**config.mk**
```make
export PLATFORM = sky130hd
export DESIGN_NAME = usb_fs_rx_deserializer
export DESIGN_NICKNAME = d
export VERILOG_FILES = /design/src/rtl/usbdev_pkg.sv /design/src/rtl/usb_rx_sync_dpll.sv /design/src/rtl/usb_fs_rx_deserializer.sv
export SDC_FILE = /design/constraint.sdc
export NUM_CORES = 1
export LEC_CHECK = 0
export CELL_PAD_IN_SITES_DETAIL_PLACEMENT = 1
export CELL_PAD_IN_SITES_GLOBAL_PLACEMENT = 2
export CORE_MARGIN = 5
export CORE_UTILIZATION = 41
export CTS_CLUSTER_DIAMETER = 40
export DETAILED_ROUTE_END_ITERATION = 8
export PLACE_DENSITY_LB_ADDON = 0.1
export REMOVE_ABC_BUFFERS = 1
export SYNTH_ARGS = -nofsm -noshare
export SYNTH_HDL_FRONTEND = slang
export SYNTH_HIERARCHICAL = 1
export SYNTH_SLANG_ARGS = --single-unit
export TNS_END_PERCENT = 10
```
**constraint.sdc**
```tcl
create_clock -name clk -period 3.76 [get_ports clk]
set_input_delay 0.564 -clock clk [delete_from_list [all_inputs] [get_ports clk]]
set_output_delay 0.564 -clock clk [all_outputs]
set_load 0.05 [all_outputs]
```
**src/rtl/usbdev_pkg.sv**
```systemverilog
// Shared definitions for the poc_usbdev receive path: line-state codes,
// the receive FSM states and the bit-stuffing limits.
package usbdev_pkg;

   localparam logic [1:0] LS_SE0 = 2'b00;
   localparam logic [1:0] LS_J   = 2'b01;
   localparam logic [1:0] LS_K   = 2'b10;
   localparam logic [1:0] LS_SE1 = 2'b11;

   localparam int STUFF_LIMIT = 6;
   localparam int DRIBBLE_MAX = 1;

   typedef enum logic [2:0] {
      ST_IDLE,
      ST_SYNC,
      ST_DATA,
      ST_EOP,
      ST_ABORT
   } rx_state_t;

   function automatic logic is_jk(input logic [1:0] ls);
      return (ls == LS_J) || (ls == LS_K);
   endfunction

endpackage

```
**src/rtl/usb_rx_sync_dpll.sv**
```systemverilog
// Pad synchronizer plus a simple DPLL: the phase counter re-aligns on every
// J/K edge and fires bit_strobe near the middle of each bit cell.
module usb_rx_sync_dpll
   import usbdev_pkg::*;
#(
   parameter int OVERSAMPLE  = 4,
   parameter int SYNC_STAGES = 2
) (
   input  logic       clk,
   input  logic       rst_n,
   input  logic       dp_in,
   input  logic       dm_in,
   output logic [1:0] line_state,
   output logic       bit_strobe
);

   localparam int PW = $clog2(OVERSAMPLE);

   logic [SYNC_STAGES-1:0] dp_sync_reg;
   logic [SYNC_STAGES-1:0] dm_sync_reg;
   logic [1:0]             prev_ls_reg;
   logic [PW-1:0]          phase_reg;
   logic [PW-1:0]          phase_eff;

   assign line_state = {dm_sync_reg[SYNC_STAGES-1], dp_sync_reg[SYNC_STAGES-1]};

   // A J/K edge forces phase zero in the same cycle it is seen.
   always_comb begin
      phase_eff = phase_reg;
      if (is_jk(line_state) && (line_state != prev_ls_reg))
         phase_eff = '0;
   end

   assign bit_strobe = (phase_eff == PW'(OVERSAMPLE/2 - 1));

   always_ff @(posedge clk or negedge rst_n) begin
      if (!rst_n) begin
         dp_sync_reg <= '1;
         dm_sync_reg <= '0;
         prev_ls_reg <= LS_J;
         phase_reg   <= '0;
      end else begin
         dp_sync_reg <= {dp_sync_reg[SYNC_STAGES-2:0], dp_in};
         dm_sync_reg <= {dm_sync_reg[SYNC_STAGES-2:0], dm_in};
         prev_ls_reg <= line_state;
         phase_reg   <= (phase_eff == PW'(OVERSAMPLE - 1)) ? '0 : phase_eff + 1'b1;
      end
   end

endmodule

```
**src/rtl/usb_fs_rx_deserializer.sv**
```systemverilog
// Full-speed USB receive front-end: SYNC detection, NRZI decode, de-stuffing
// and LSB-first byte assembly with byte/EOP/error strobes.
module usb_fs_rx_deserializer
   import usbdev_pkg::*;
#(
   parameter int OVERSAMPLE   = 4,
   parameter int SYNC_STAGES  = 2,
   parameter int SYNC_TIMEOUT = 16
) (
   input  logic       clk,
   input  logic       rst_n,
   input  logic       ena,
   input  logic       dp_in,
   input  logic       dm_in,
   output logic [1:0] line_state,
   output logic       rx_active,
   output logic [7:0] rx_data,
   output logic       rx_valid,
   output logic       rx_eop,
   output logic       rx_err
);

   localparam int TW = $clog2(SYNC_TIMEOUT + 1);

   logic bit_strobe;

   usb_rx_sync_dpll #(
      .OVERSAMPLE  (OVERSAMPLE),
      .SYNC_STAGES (SYNC_STAGES)
   ) u_dpll (
      .clk        (clk),
      .rst_n      (rst_n),
      .dp_in      (dp_in),
      .dm_in      (dm_in),
      .line_state (line_state),
      .bit_strobe (bit_strobe)
   );

   rx_state_t     state_reg, state_next;
   logic          rx_active_reg, rx_active_next;
   logic [7:0]    rx_data_reg, rx_data_next;
   logic          rx_valid_reg, rx_valid_next;
   logic          rx_eop_reg, rx_eop_next;
   logic          rx_err_reg, rx_err_next;
   logic [7:0]    shift_reg, shift_next;
   logic [2:0]    bit_cnt_reg, bit_cnt_next;
   logic [2:0]    ones_cnt_reg, ones_cnt_next;
   logic [2:0]    alt_cnt_reg, alt_cnt_next;
   logic [TW-1:0] tmo_cnt_reg, tmo_cnt_next;
   logic [1:0]    eop_cnt_reg, eop_cnt_next;
   logic          se0_seen_reg, se0_seen_next;
   logic [1:0]    prev_level_reg, prev_level_next;
   logic          decoded;

   assign decoded = (line_state == prev_level_reg);

   always_comb begin
      state_next      = state_reg;
      rx_active_next  = rx_active_reg;
      rx_data_next    = rx_data_reg;
      rx_valid_next   = 1'b0;
      rx_eop_next     = 1'b0;
      rx_err_next     = 1'b0;
      shift_next      = shift_reg;
      bit_cnt_next    = bit_cnt_reg;
      ones_cnt_next   = ones_cnt_reg;
      alt_cnt_next    = alt_cnt_reg;
      tmo_cnt_next    = tmo_cnt_reg;
      eop_cnt_next    = eop_cnt_reg;
      se0_seen_next   = se0_seen_reg;
      prev_level_next = prev_level_reg;

      if (bit_strobe && is_jk(line_state))
         prev_level_next = line_state;

      case (state_reg)
         ST_IDLE: begin
            rx_active_next = 1'b0;
            if (bit_strobe && (line_state == LS_K)) begin
               state_next   = ST_SYNC;
               alt_cnt_next = '0;
               tmo_cnt_next = '0;
            end
         end
         ST_SYNC: if (bit_strobe) begin
            if (!is_jk(line_state)) begin
               state_next = ST_IDLE;
            end else if (decoded && (line_state == LS_K) && (alt_cnt_reg >= 3'd3)) begin
               state_next     = ST_DATA;
               rx_active_next = 1'b1;
               bit_cnt_next   = '0;
               ones_cnt_next  = '0;
            end else begin
               // A repeated level that is not the closing KK restarts the count.
               if (decoded)
                  alt_cnt_next = '0;
               else if (alt_cnt_reg != 3'd7)
                  alt_cnt_next = alt_cnt_reg + 3'd1;
               if (tmo_cnt_reg == TW'(SYNC_TIMEOUT - 1))
                  state_next = ST_IDLE;
               else
                  tmo_cnt_next = tmo_cnt_reg + 1'b1;
            end
         end
         ST_DATA: if (bit_strobe) begin
            if (line_state == LS_SE0) begin
               state_next   = ST_EOP;
               eop_cnt_next = 2'd1;
            end else if (line_state == LS_SE1) begin
               rx_err_next   = 1'b1;
               state_next    = ST_ABORT;
               se0_seen_next = 1'b0;
            end else if (ones_cnt_reg == 3'(STUFF_LIMIT)) begin
               if (decoded) begin
                  rx_err_next   = 1'b1;
                  state_next    = ST_ABORT;
                  se0_seen_next = 1'b0;
               end else begin
                  ones_cnt_next = '0;
               end
            end else begin
               ones_cnt_next = decoded ? ones_cnt_reg + 3'd1 : 3'd0;
               shift_next    = {decoded, shift_reg[7:1]};
               bit_cnt_next  = bit_cnt_reg + 3'd1;
               if (bit_cnt_reg == 3'd7) begin
                  rx_data_next  = shift_next;
                  rx_valid_next = 1'b1;
               end
            end
         end
         ST_EOP: if (bit_strobe) begin
            if (line_state == LS_J) begin
               rx_eop_next    = 1'b1;
               rx_err_next    = (bit_cnt_reg > 3'(DRIBBLE_MAX));
               rx_active_next = 1'b0;
               state_next     = ST_IDLE;
            end else if (eop_cnt_reg == 2'd3) begin
               state_next    = ST_ABORT;
               se0_seen_next = (line_state == LS_SE0);
            end else begin
               eop_cnt_next = eop_cnt_reg + 2'd1;
            end
         end
         ST_ABORT: if (bit_strobe) begin
            if (line_state == LS_SE0) begin
               se0_seen_next = 1'b1;
            end else if ((line_state == LS_J) && se0_seen_reg) begin
               rx_active_next = 1'b0;
               state_next     = ST_IDLE;
            end
         end
         default: state_next = ST_IDLE;
      endcase

      if (!ena) begin
         state_next     = ST_IDLE;
         rx_active_next = 1'b0;
         rx_valid_next  = 1'b0;
         rx_eop_next    = 1'b0;
         rx_err_next    = 1'b0;
         bit_cnt_next   = '0;
         ones_cnt_next  = '0;
         alt_cnt_next   = '0;
         tmo_cnt_next   = '0;
         eop_cnt_next   = '0;
         se0_seen_next  = 1'b0;
      end
   end

   always_ff @(posedge clk or negedge rst_n) begin
      if (!rst_n) begin
         state_reg      <= ST_IDLE;
         rx_active_reg  <= 1'b0;
         rx_data_reg    <= '0;
         rx_valid_reg   <= 1'b0;
         rx_eop_reg     <= 1'b0;
         rx_err_reg     <= 1'b0;
         shift_reg      <= '0;
         bit_cnt_reg    <= '0;
         ones_cnt_reg   <= '0;
         alt_cnt_reg    <= '0;
         tmo_cnt_reg    <= '0;
         eop_cnt_reg    <= '0;
         se0_seen_reg   <= 1'b0;
         prev_level_reg <= LS_J;
      end else begin
         state_reg      <= state_next;
         rx_active_reg  <= rx_active_next;
         rx_data_reg    <= rx_data_next;
         rx_valid_reg   <= rx_valid_next;
         rx_eop_reg     <= rx_eop_next;
         rx_err_reg     <= rx_err_next;
         shift_reg      <= shift_next;
         bit_cnt_reg    <= bit_cnt_next;
         ones_cnt_reg   <= ones_cnt_next;
         alt_cnt_reg    <= alt_cnt_next;
         tmo_cnt_reg    <= tmo_cnt_next;
         eop_cnt_reg    <= eop_cnt_next;
         se0_seen_reg   <= se0_seen_next;
         prev_level_reg <= prev_level_next;
      end
   end

   assign rx_active = rx_active_reg;
   assign rx_data   = rx_data_reg;
   assign rx_valid  = rx_valid_reg;
   assign rx_eop    = rx_eop_reg;
   assign rx_err    = rx_err_reg;

endmodule

```
==> results.sh <==
export IMPL_yosysTopAreaCell="dfrtp_1"
export IMPL_period_share_pct=72.4
export IMPL_numPortBuffers=18
export IMPL_clock_skew_ns=0.00725
export IMPL_p_leak_nw=1.36
export IMPL_p_clk_share_pct=31.9
export IMPL_p_int_mw=0.849
export IMPL_cts_sink_count=49
export IMPL_crit_path_end_kind="register"
export IMPL_p_switching_mw=0.372
export IMPL_placed_cell_area_sq_mm=0.00280
export IMPL_design_core_area_sq_mm=0.00624
export IMPL_synthTopCellsByArea="dfrtp_1, ha_1, mux2_2"
export IMPL_period_minus_slack_ns=2.72
export IMPL_fillers=687
export IMPL_hold_ws_ns=0.343
export IMPL_pwr_share_comb_pct=18.7
export IMPL_yosysTopAreaCellShare_pct=43.5
export IMPL_synth_edf_count=0
export IMPL_ff2ff_setup_slack_ns=1.04
export IMPL_grt_pass1_wl_mm=9.80
export IMPL_syn_inst=240
export IMPL_start_util_pct=41.4
export IMPL_yosysSeqAreaShare_pct=47.6
export IMPL_cts_setup_buffers=0
export IMPL_nets=276
export IMPL_maxSlewViolCount=0
export IMPL_ir_drop_v=0.000194
export IMPL_cts_resized=0
export IMPL_final_hold_viol_count=0
export IMPL_synth_top_cells_by_count="dfrtp_1, nand2_1, o21ai_0"
export IMPL_dp_hpwl_mm=4.22
export IMPL_dr_pass1_iters=4
export IMPL_largest_reg_flops=8
export IMPL_maxCapViolCount=0
export IMPL_crit_type="reg -> reg"
export IMPL_die_area_sq_mm=0.00800
export IMPL_dieWidth_um=89.4
export IMPL_multi_input_area_sq_mm=0.00124
export IMPL_arrival_ns=2.92
export IMPL_grt_usage_pct=15.9
export IMPL_status="complete, no violations"
export IMPL_worst_slew_pin_slew_ns=0.600
export IMPL_fin_area_sq_mm=0.00292
export IMPL_ys_warnings_count=6
export IMPL_start_kind="register"
export IMPL_synth_most_common_cell="dfrtp_1"
export IMPL_syn_area_per_cell_sq_um=10.8
export IMPL_cts_buffer_depth=2
export IMPL_grt_pass1_vias=1933
export IMPL_fp_dieH_um=89.4
export IMPL_syn2layout_area_growth_pct=12.8
export IMPL_max_slew_margin_pct=60.0
export IMPL_seqPwrFrac_pct=49.4
export IMPL_drive_gt1_share_pct=14.5
export IMPL_required_ns=3.96
export IMPL_seqCellArea_sq_mm=0.00123
export IMPL_cp_max_fo=10
export IMPL_avgRoutedWirePerCell_um=17.2
export IMPL_drt_iter0_markers=57
export IMPL_drc=0
export IMPL_power_density_mw_per_mm2=419
export IMPL_clk_latency_ns=0.30
export IMPL_ant_nets=0
export IMPL_antenna_found_initial=0
export IMPL_wl_met1_mm=2.81
export IMPL_p_sw_share_pct=30.5
export IMPL_min_path_type="in -> async"
export IMPL_ys_types=53
export IMPL_grt_ovfl_total=0
export IMPL_core_rowCount=29
export IMPL_num_vias=1838
export IMPL_wl_met3_um=141
export IMPL_cts_made_buffers=5
export IMPL_dr_max_layer_used="met4"
export IMPL_wl_met2_mm=2.73
export IMPL_synth_ff_type="dfrtp_1"
export IMPL_grt_max_degree=50
export IMPL_fin_total_pwr_mw=1.22
export IMPL_hold_buffers=0
export IMPL_path_clk_slew_ns=0.10
export IMPL_avgViaCountPerCell=5.52
export IMPL_ys_seq_elements=49
export IMPL_setup_tns_ns=0
export IMPL_clock_fmax_mhz=367
export IMPL_rsz0062_at_grt="no"
export IMPL_synth_async_sr_flop_share_pct=100
export IMPL_cts_root_buf="clkbuf_8"
export IMPL_syn_area_sq_mm=0.00259
export IMPL_antenna_cells=0
export IMPL_cts_tree="yes"
export IMPL_place_gp_congestion=0.772
export IMPL_cts_htree_levels=2
export IMPL_finalWirelength_mm=5.74
export IMPL_ios=19
export IMPL_setup_viol=0
==> power groups by stage <==
stage / clock (mW) / combinational (mW) / sequential [mW]
after floorplan: 0 / 0.154 / 0.606
after global placement: 0 / 0.228 / 0.613
after CTS: 0.410 / 0.232 / 0.604
after detailed placement: 0 / 0.232 / 0.614
after global routing: 0.430 / 0.260 / 0.609
final: 0.390 / 0.228 / 0.603
==> metrics by stage <==
step | cells | util, % | setup slack [ns]
finish | 333 | 46.8 | 1.04
detailed placement | 325 | 44.9 | 0.876
global placement | 325 | 44.9 | 0.918
global route | 333 | 46.8 | 0.829
CTS | 333 | 46.8 | 1.02
floorplan | 229 | - | 1.17
==> cell families (layout without fill, tap and decap cells) <==
group | Yosys count | in the layout | share of synthesized area (%)
simple gates | 71 | 71 | 15.9
compound gates | 57 | 57 | 14.9
flops | 49 | 49 | 47.6
buf+inv | 25 | 41 | 4.50
mux | 20 | 20 | 8.71
fa+ha+maj | 16 | 16 | 7.74
xor+xnor | 2 | 2 | 0.677
==> worst paths after layout <==
kind / start / end / depth (start not counted)
worst max-delay path: u_dpll/dp_sync_reg[1] / rx_data[5] / 6
max in group asynchronous: rst_n / alt_cnt_reg[1] / 2
worst min register to register: u_dpll/dp_sync_reg[0] / u_dpll/dp_sync_reg[1] / 0
worst min-delay path: rst_n / eop_cnt_reg[1] / 2
min in group clk: u_dpll/dp_sync_reg[0] / u_dpll/dp_sync_reg[1] / 0
worst max register to register: u_dpll/dp_sync_reg[1] / rx_data[5] / 6
==> area by class of cell <==
cell class / count / area share (%)
repair buffers: 19 / 6.26
flip-flops and latches: 49 / 42.2
clock buffers: 5 / 2.36
well taps: 77 / 3.30
clock inverters: 3 / 1.63
multi-input cells: 166 / 42.5
inverters: 14 / 1.80
==> layer usage <==
metal,vias up,global-route usage (%)
met5,-,0
met3,5,2.95
li1,900,-
met1,917,22.2
met2,16,25.4
met4,0,4.47
==> worst max-delay path: stages, from the launching register on <==
cell,delay (ns)
dfstp_2,0.62
nand2b_1,0.18
o221a_1,0.20
ha_1,0.38
nor2b_1,0.36
and3_1,0.49
mux2_2,0.39
==> layout by cell type (no fill, tap or decap), drive strengths merged, types with 3 or more instances in the layout <==
master         count
mux2i              3
a211oi             3
nor2b              5
o31ai              4
and2               5
and4               4
a31oi              3
nor2               6
dfstp              4
inv               16
clkbuf             5
a21oi              9
clkdlybuf4s50     17
a22o               3
mux2              17
dfrtp             45
o21ai             17
nor3               3
nand2             20
and3               6
ha                16
nand3              6
(Power assumes the default switching activity.)
